<file path="src/rtl/cam_frame_capture.sv">
// Camera capture front-end: frame/row/column tracking, crop window, power-of-two decimation, FWFT pixel FIFO.
// Define CAP_TIMEOUT_EN to add the vsync watchdog and its sticky timeout output.
module cam_frame_capture #(
    parameter int DATA_W      = 8,
    parameter int COL_W       = 10,
    parameter int ROW_W       = 9,
    parameter int FIFO_DEPTH  = 16,
    parameter int FCNT_W      = 16,
    parameter int TIMEOUT_CYC = 2000000
) (
    input  logic              clk,
    input  logic              rst,
    input  logic              start,
    input  logic              stop,
    input  logic              cont_mode,
    input  logic [COL_W-1:0]  win_x0,
    input  logic [ROW_W-1:0]  win_y0,
    input  logic [COL_W-1:0]  win_w,
    input  logic [ROW_W-1:0]  win_h,
    input  logic [1:0]        decim,
    input  logic              vsync,
    input  logic              href,
    input  logic              pix_valid,
    input  logic [DATA_W-1:0] pix_data,
    output logic              out_valid,
    input  logic              out_ready,
    output logic [DATA_W-1:0] out_data,
    output logic              out_sof,
    output logic              out_eol,
    output logic              busy,
    output logic              frame_done,
    output logic [FCNT_W-1:0] frame_count,
    output logic              overflow,
`ifdef CAP_TIMEOUT_EN
    output logic              timeout,
`endif
    output logic [7:0]        drop_count
);

    localparam int AW     = $clog2(FIFO_DEPTH);
    localparam int WORD_W = DATA_W + 2;

    typedef enum logic [2:0] {S_IDLE, S_WAIT_VS, S_VS_HIGH, S_CAPTURE, S_DONE} state_t;

    state_t             state_reg, state_next;
    logic               cont_reg, stop_pend_reg, sof_pend_reg, href_q_reg;
    logic [COL_W-1:0]   x0_reg, w_reg, col_reg;
    logic [ROW_W-1:0]   y0_reg, h_reg, row_reg;
    logic [1:0]         decim_reg;
    logic               frame_done_reg, overflow_reg;
    logic [FCNT_W-1:0]  frame_count_reg;
    logic [7:0]         drop_count_reg;
    logic               timeout_hit, frame_end;

    // Window offsets are one bit wider so a pixel left of / above the window never wraps into it.
    logic [COL_W:0]     dx;
    logic [ROW_W:0]     dy;
    logic [COL_W+1:0]   step_w;
    logic [1:0]         dmask;
    logic               pix_stb, in_win, accept, eol;

    assign pix_stb = href & pix_valid;
    assign dx      = {1'b0, col_reg} - {1'b0, x0_reg};
    assign dy      = {1'b0, row_reg} - {1'b0, y0_reg};
    assign step_w  = (COL_W+2)'(1) << decim_reg;
    assign dmask   = (decim_reg == 2'd0) ? 2'b00 : (decim_reg == 2'd1) ? 2'b01 : 2'b11;
    assign in_win  = (col_reg >= x0_reg) && (row_reg >= y0_reg) &&
                     (dx < {1'b0, w_reg}) && (dy < {1'b0, h_reg}) &&
                     ((dx[1:0] & dmask) == 2'b00) && ((dy[1:0] & dmask) == 2'b00);
    assign accept  = (state_reg == S_CAPTURE) && pix_stb && in_win;
    assign eol     = ({1'b0, dx} + step_w) >= {2'b00, w_reg};

    // FIFO: pointers carry a wrap bit; head_reg is the registered RAM read, with write bypass.
    logic [WORD_W-1:0]  mem [FIFO_DEPTH];
    logic [AW:0]        wr_ptr_reg, rd_ptr_reg, rd_ptr_next;
    logic [WORD_W-1:0]  head_reg, wr_word;
    logic               empty, full, pop, push, drop;

    assign empty       = (wr_ptr_reg == rd_ptr_reg);
    assign full        = (wr_ptr_reg[AW-1:0] == rd_ptr_reg[AW-1:0]) && (wr_ptr_reg[AW] != rd_ptr_reg[AW]);
    assign pop         = !empty && out_ready;
    assign push        = accept && (!full || pop);
    assign drop        = accept && full && !pop;
    assign rd_ptr_next = rd_ptr_reg + {{AW{1'b0}}, pop};
    assign wr_word     = {sof_pend_reg, eol, pix_data};

    always_ff @(posedge clk) begin
        if (push) begin
            mem[wr_ptr_reg[AW-1:0]] <= wr_word;
        end
    end

    always_ff @(posedge clk) begin
        if (rst) begin
            wr_ptr_reg <= '0;
            rd_ptr_reg <= '0;
            head_reg   <= '0;
        end else begin
            if (push) begin
                wr_ptr_reg <= wr_ptr_reg + (AW+1)'(1);
            end
            rd_ptr_reg <= rd_ptr_next;
            if (push && (wr_ptr_reg[AW-1:0] == rd_ptr_next[AW-1:0])) begin
                head_reg <= wr_word;
            end else begin
                head_reg <= mem[rd_ptr_next[AW-1:0]];
            end
        end
    end

    always_comb begin
        state_next = state_reg;
        case (state_reg)
            S_IDLE:    if (start) state_next = S_WAIT_VS;
            S_WAIT_VS: begin
                if (stop || stop_pend_reg) state_next = S_IDLE;
                else if (vsync)            state_next = S_VS_HIGH;
            end
            S_VS_HIGH: begin
                if (stop || stop_pend_reg) state_next = S_IDLE;
                else if (!vsync)           state_next = S_CAPTURE;
            end
            S_CAPTURE: begin
                if (vsync) state_next = (cont_reg && !stop_pend_reg && !stop) ? S_VS_HIGH : S_DONE;
            end
            S_DONE:    state_next = S_IDLE;
            default:   state_next = S_IDLE;
        endcase
        if (timeout_hit) state_next = S_IDLE;
    end

    assign frame_end = (state_reg == S_CAPTURE) && vsync && !timeout_hit;

    always_ff @(posedge clk) begin
        if (rst) begin
            state_reg       <= S_IDLE;
            cont_reg        <= 1'b0;
            stop_pend_reg   <= 1'b0;
            sof_pend_reg    <= 1'b0;
            href_q_reg      <= 1'b0;
            x0_reg          <= '0;
            y0_reg          <= '0;
            w_reg           <= '0;
            h_reg           <= '0;
            decim_reg       <= '0;
            col_reg         <= '0;
            row_reg         <= '0;
            frame_done_reg  <= 1'b0;
            frame_count_reg <= '0;
            overflow_reg    <= 1'b0;
            drop_count_reg  <= '0;
        end else begin
            state_reg      <= state_next;
            href_q_reg     <= href;
            frame_done_reg <= frame_end;
            if (frame_end) begin
                frame_count_reg <= frame_count_reg + FCNT_W'(1);
            end

            if ((state_reg == S_IDLE) && start) begin
                cont_reg       <= cont_mode;
                x0_reg         <= win_x0;
                y0_reg         <= win_y0;
                w_reg          <= win_w;
                h_reg          <= win_h;
                decim_reg      <= (decim == 2'd3) ? 2'd2 : decim;
                overflow_reg   <= 1'b0;
                drop_count_reg <= '0;
            end else if (drop) begin
                overflow_reg <= 1'b1;
                if (drop_count_reg != 8'hFF) drop_count_reg <= drop_count_reg + 8'd1;
            end

            if (state_next == S_IDLE) begin
                stop_pend_reg <= 1'b0;
            end else if (stop && (state_reg != S_IDLE)) begin
                stop_pend_reg <= 1'b1;
            end

            if ((state_reg == S_VS_HIGH) && (state_next == S_CAPTURE)) begin
                row_reg      <= '0;
                col_reg      <= '0;
                sof_pend_reg <= 1'b1;
            end else if (state_reg == S_CAPTURE) begin
                if (push) sof_pend_reg <= 1'b0;
                if (pix_stb && (col_reg != '1)) begin
                    col_reg <= col_reg + COL_W'(1);
                end else if (href_q_reg && !href) begin
                    col_reg <= '0;
                    if (row_reg != '1) row_reg <= row_reg + ROW_W'(1);
                end
            end
        end
    end

`ifdef CAP_TIMEOUT_EN
    localparam int TW = $clog2(TIMEOUT_CYC + 1);
    logic [TW-1:0] to_cnt_reg;
    logic          vsync_q_reg, timeout_reg, to_active;

    assign to_active   = (state_reg == S_WAIT_VS) || (state_reg == S_VS_HIGH) || (state_reg == S_CAPTURE);
    assign timeout_hit = to_active && (to_cnt_reg == TW'(TIMEOUT_CYC - 1));
    assign timeout     = timeout_reg;

    // Any vsync transition proves the camera is alive and restarts the watchdog.
    always_ff @(posedge clk) begin
        if (rst) begin
            to_cnt_reg  <= '0;
            vsync_q_reg <= 1'b0;
            timeout_reg <= 1'b0;
        end else begin
            vsync_q_reg <= vsync;
            if (!to_active || (vsync != vsync_q_reg)) to_cnt_reg <= '0;
            else                                      to_cnt_reg <= to_cnt_reg + TW'(1);
            if ((state_reg == S_IDLE) && start) timeout_reg <= 1'b0;
            else if (timeout_hit)               timeout_reg <= 1'b1;
        end
    end
`else
    logic timeout_unused;
    assign timeout_hit    = 1'b0;
    assign timeout_unused = (TIMEOUT_CYC != 0);
`endif

    assign out_valid   = !empty;
    assign out_data    = head_reg[DATA_W-1:0];
    assign out_eol     = head_reg[DATA_W];
    assign out_sof     = head_reg[DATA_W+1];
    assign busy        = (state_reg != S_IDLE);
    assign frame_done  = frame_done_reg;
    assign frame_count = frame_count_reg;
    assign overflow    = overflow_reg;
    assign drop_count  = drop_count_reg;

endmodule
</file>
<file path="config.mk">
export PLATFORM = sky130hd
export DESIGN_NAME = cam_frame_capture
export DESIGN_NICKNAME = d
export VERILOG_FILES = /design/src/rtl/cam_frame_capture.sv
export SDC_FILE = /design/constraint.sdc
export NUM_CORES = 1
export LEC_CHECK = 0
export CAP_MARGIN = 0
export CORE_MARGIN = 8
export CORE_UTILIZATION = 40
export CTS_CLUSTER_SIZE = 28
export DETAILED_ROUTE_END_ITERATION = 10
export PLACE_DENSITY = 0.65
export SYNTH_ARGS = -nofsm -noshare
export SYNTH_HDL_FRONTEND = slang
export SYNTH_SLANG_ARGS = --single-unit
</file>
<file path="constraint.sdc">
create_clock -name clk -period 5.8 [get_ports clk]
set_input_delay 1.74 -clock clk [delete_from_list [all_inputs] [get_ports clk]]
set_output_delay 1.74 -clock clk [all_outputs]
set_load 0.01 [all_outputs]
</file>
==> run metrics <==
outcome finished, final reports clean; Cell Pwr Density 284 nW/um2; Vias/cell 5.32; top cells by count, synth edfxtp_1, nand2_1, dfxtp_1, nor2_1, a21oi_1; All-Layer GR Usage 15.4%; max incr delay on CP 0.71 ns; gr ovfl total 0; most area-consuming cells after synthesis edfxtp_1, dfxtp_1, mux4_2, ha_1, nand2_1; Synth Area in Adders 6.57%; CP startpoint kind register; part of the power in registers 48.7%; Area Overhead vs Synth 17.8%; worst-path fanout max 10; crit-path cells inv_1 > ha_1 > inv_1 > fa_1 > a21o_1 > a221oi_1 > or4b_1 > nand4_1 > ha_1 > a21oi_1 > nor2b_1 > or4_1 > or4_1 > nor3_4 > buf_4 > and3_1; initial detailed-routing violation count 480; final weighted congestion in routability-driven placement 0.829; Core ar. 31,500 um2; worst-skew pair later-pin latency 0.58 ns; Final Cycle Share 91.8%; Post-Syn Nets 1,214; delay-heaviest family, CP simple AND/OR/NAND/NOR gates; initial core utilization 40.4%; Die Area 37,800 um2; die height 194 um; first-pass GRT wire length 47.4 mm; Yosys cell types 62; NumNets Final 1,304; Avg WL per Cell 18.6 um; CTS Root Cell clkbuf_16; initial antenna violation count 0; Synth Area in Compound Gates 7.87%; fin util 47.7%; Clock Skew 0.0468 ns; residual DRC count 0; total power 4.26 mW; VDD IR max 0.282 mV; post-synthesis mux area share 8.10%; Synth warnings 0; dpl hpwl 21.0 mm; # diodes 0; crit path capture type register; dominant cell type by area after synthesis edfxtp_1; Worst-Margin Slew 1.07 ns; hold slack 0.452 ns; Psw 999 uW; number of flops mapped to enable cells by yosys 160; mean post-synth cell area 11.7 um2; Port Buffers 94; WP data arrival 5.50 ns; Pleak 5.37 nW; Period minus WS final 5.32 ns; Final Hold Vio Count 0; post-synth top area share 37.7%; sequential share of the synthesized area 55.4%; CTS tree built; Comb power frac 9.5%; clock share of power 41.8%; Post-Synth Simple-Gate Area 14.4%; drt pass-1 iters 5; # Post-CTS Setup Buffers 0; Pint 3.27 mW; final setup fails 0; layout cells sized above 1 9.63%; TritonCTS sink count 272; number of max-cap violations 0; Post-Route WL 29.9 mm; xor/xnor share of the synthesized area 4.47%; total CTS buffers 28; switching part of the total 23.4%; most numerous cell in the Yosys netlist edfxtp_1; Mapped Cells 1,092; largest net degree at the start of global routing 48; Final Slew Violations 0; largest family of logic cells by synthesized area simple AND/OR/NAND/NOR gates; final-layout fill cell count 2,782; Synth Flop Type edfxtp_1; post-synthesis sequential element count 272; Async SR Flop Fraction 0%; FMAX 188 MHz; CP Class register to register; Boundary Pins 95; Hold-fix buffers, CTS 0; detailed-route via count 8,537; row count 65; Slowest-stage cell, CP or4_1; # H-tree levels 1; worst min path class register to register; setup TNS 0 ns; Post-Syn Area 12,700 um2; Reg clk slew, reported paths 0.06 ns; RSZ-0062 raised after global routing no; Worst Path Buf+Inv 3; post_cts resized 0; number of global-route vias before repair 8,574; Max-Slew Margin vs Limit 29.0%; critical path required time 5.98 ns; max reg flops 160; clock buffer depth 3; number of routed nets with antenna violations 0; die width 194 um
layout make-up:
type                            instances  area [um2]  area share (%)
Clock buffer                           39         772            5.15
Clock inverter                         13         150            1.00
Inverter                               56         210            1.40
Multi-Input combinational cell        716        5280            35.2
Sequential cell                       272        7050            47.0
Tap cell                              402         503            3.35
Timing Repair Buffer                  108        1040            6.94
metal layers:
metal | global-route usage, % | part of all wire [%] | wire, um | up-vias
met2 | 25.8 | 47 | 14100 | 206
met1 | 20.6 | 45 | 13600 | 4154
met4 | 4.24 | 2.7 | 821 | 0
li1 | - | - | - | 4126
met5 | 0 | 0 | 0 | -
met3 | 2.42 | 4.6 | 1380 | 51
worst reg2reg max path, cell delays in order, from the launching register on:
cell and delay, ns:
dfxtp_1 0.33, inv_1 0.08, ha_1 0.17, inv_1 0.06
fa_1 0.39, a21o_1 0.20, a221oi_1 0.54, or4b_1 0.20
nand4_1 0.18, ha_1 0.36, a21oi_1 0.14, nor2b_1 0.07
or4_1 0.50, or4_1 0.71, nor3_4 0.32, buf_4 0.23
and3_1 0.48
final timing paths:
| check | cells past startpoint | start | end | slack, ns |
|---|---|---|---|---|
| setup / recovery | 16 | col_reg[0] | mem[0][0] | 0.48 |
| hold / removal | 2 | h_reg[6] | h_reg[6] | 0.45 |
| setup reg to reg | 16 | col_reg[0] | mem[0][0] | 0.48 |
| hold reg to reg | 2 | h_reg[6] | h_reg[6] | 0.45 |
cells by family after synthesis:
family / count (synthesis)
adders and majority gates: 65
xor gates and xnor gates: 65
AOI/OAI and AO/OA: 160
and+or+nand+nor: 373
buffers and inverters: 104
muxes: 53
DFF: 272
power groups by stage:
stage | Sequential (mW) | Clock (mW) | Combinational [mW]
2_1_floorplan | 2.12 | 0 | 0.268
3_3_place_gp | 2.12 | 0 | 0.399
3_5_place_dp | 2.12 | 0 | 0.406
4_1_cts | 2.08 | 1.82 | 0.411
5_1_grt | 2.08 | 1.89 | 0.461
6_report | 2.08 | 1.78 | 0.406
metrics by stage:
step           setup slack, ns  area (um2)  instances
6_report                 0.477       15000       1606
5_1_grt                 0.0666       15000       1606
4_1_cts                  0.467       15000       1606
3_5_place_dp             0.527       14100       1554
3_3_place_gp             0.706       14100       1554
2_1_floorplan             1.24       12700       1092
placed cells by master, fill, tap and decap left out, types with 17 or more instances in the layout:
master | synthesis | layout
and3_1 | 19 | 19
xor2_1 | 35 | 35
edfxtp_1 | 160 | 160
ha_1 | 62 | 61
nor2_1 | 80 | 80
a21oi_1 | 70 | 70
xnor2_1 | 30 | 29
clkdlybuf4s50_1 | 0 | 93
dfxtp_1 | 112 | 112
o21ai_0 | 17 | 17
inv_1 | 56 | 56
nand3_1 | 26 | 26
clkbuf_16 | 0 | 28
mux4_2 | 40 | 40
nand2_1 | 143 | 143
Power figures use the tool's default switching activity.
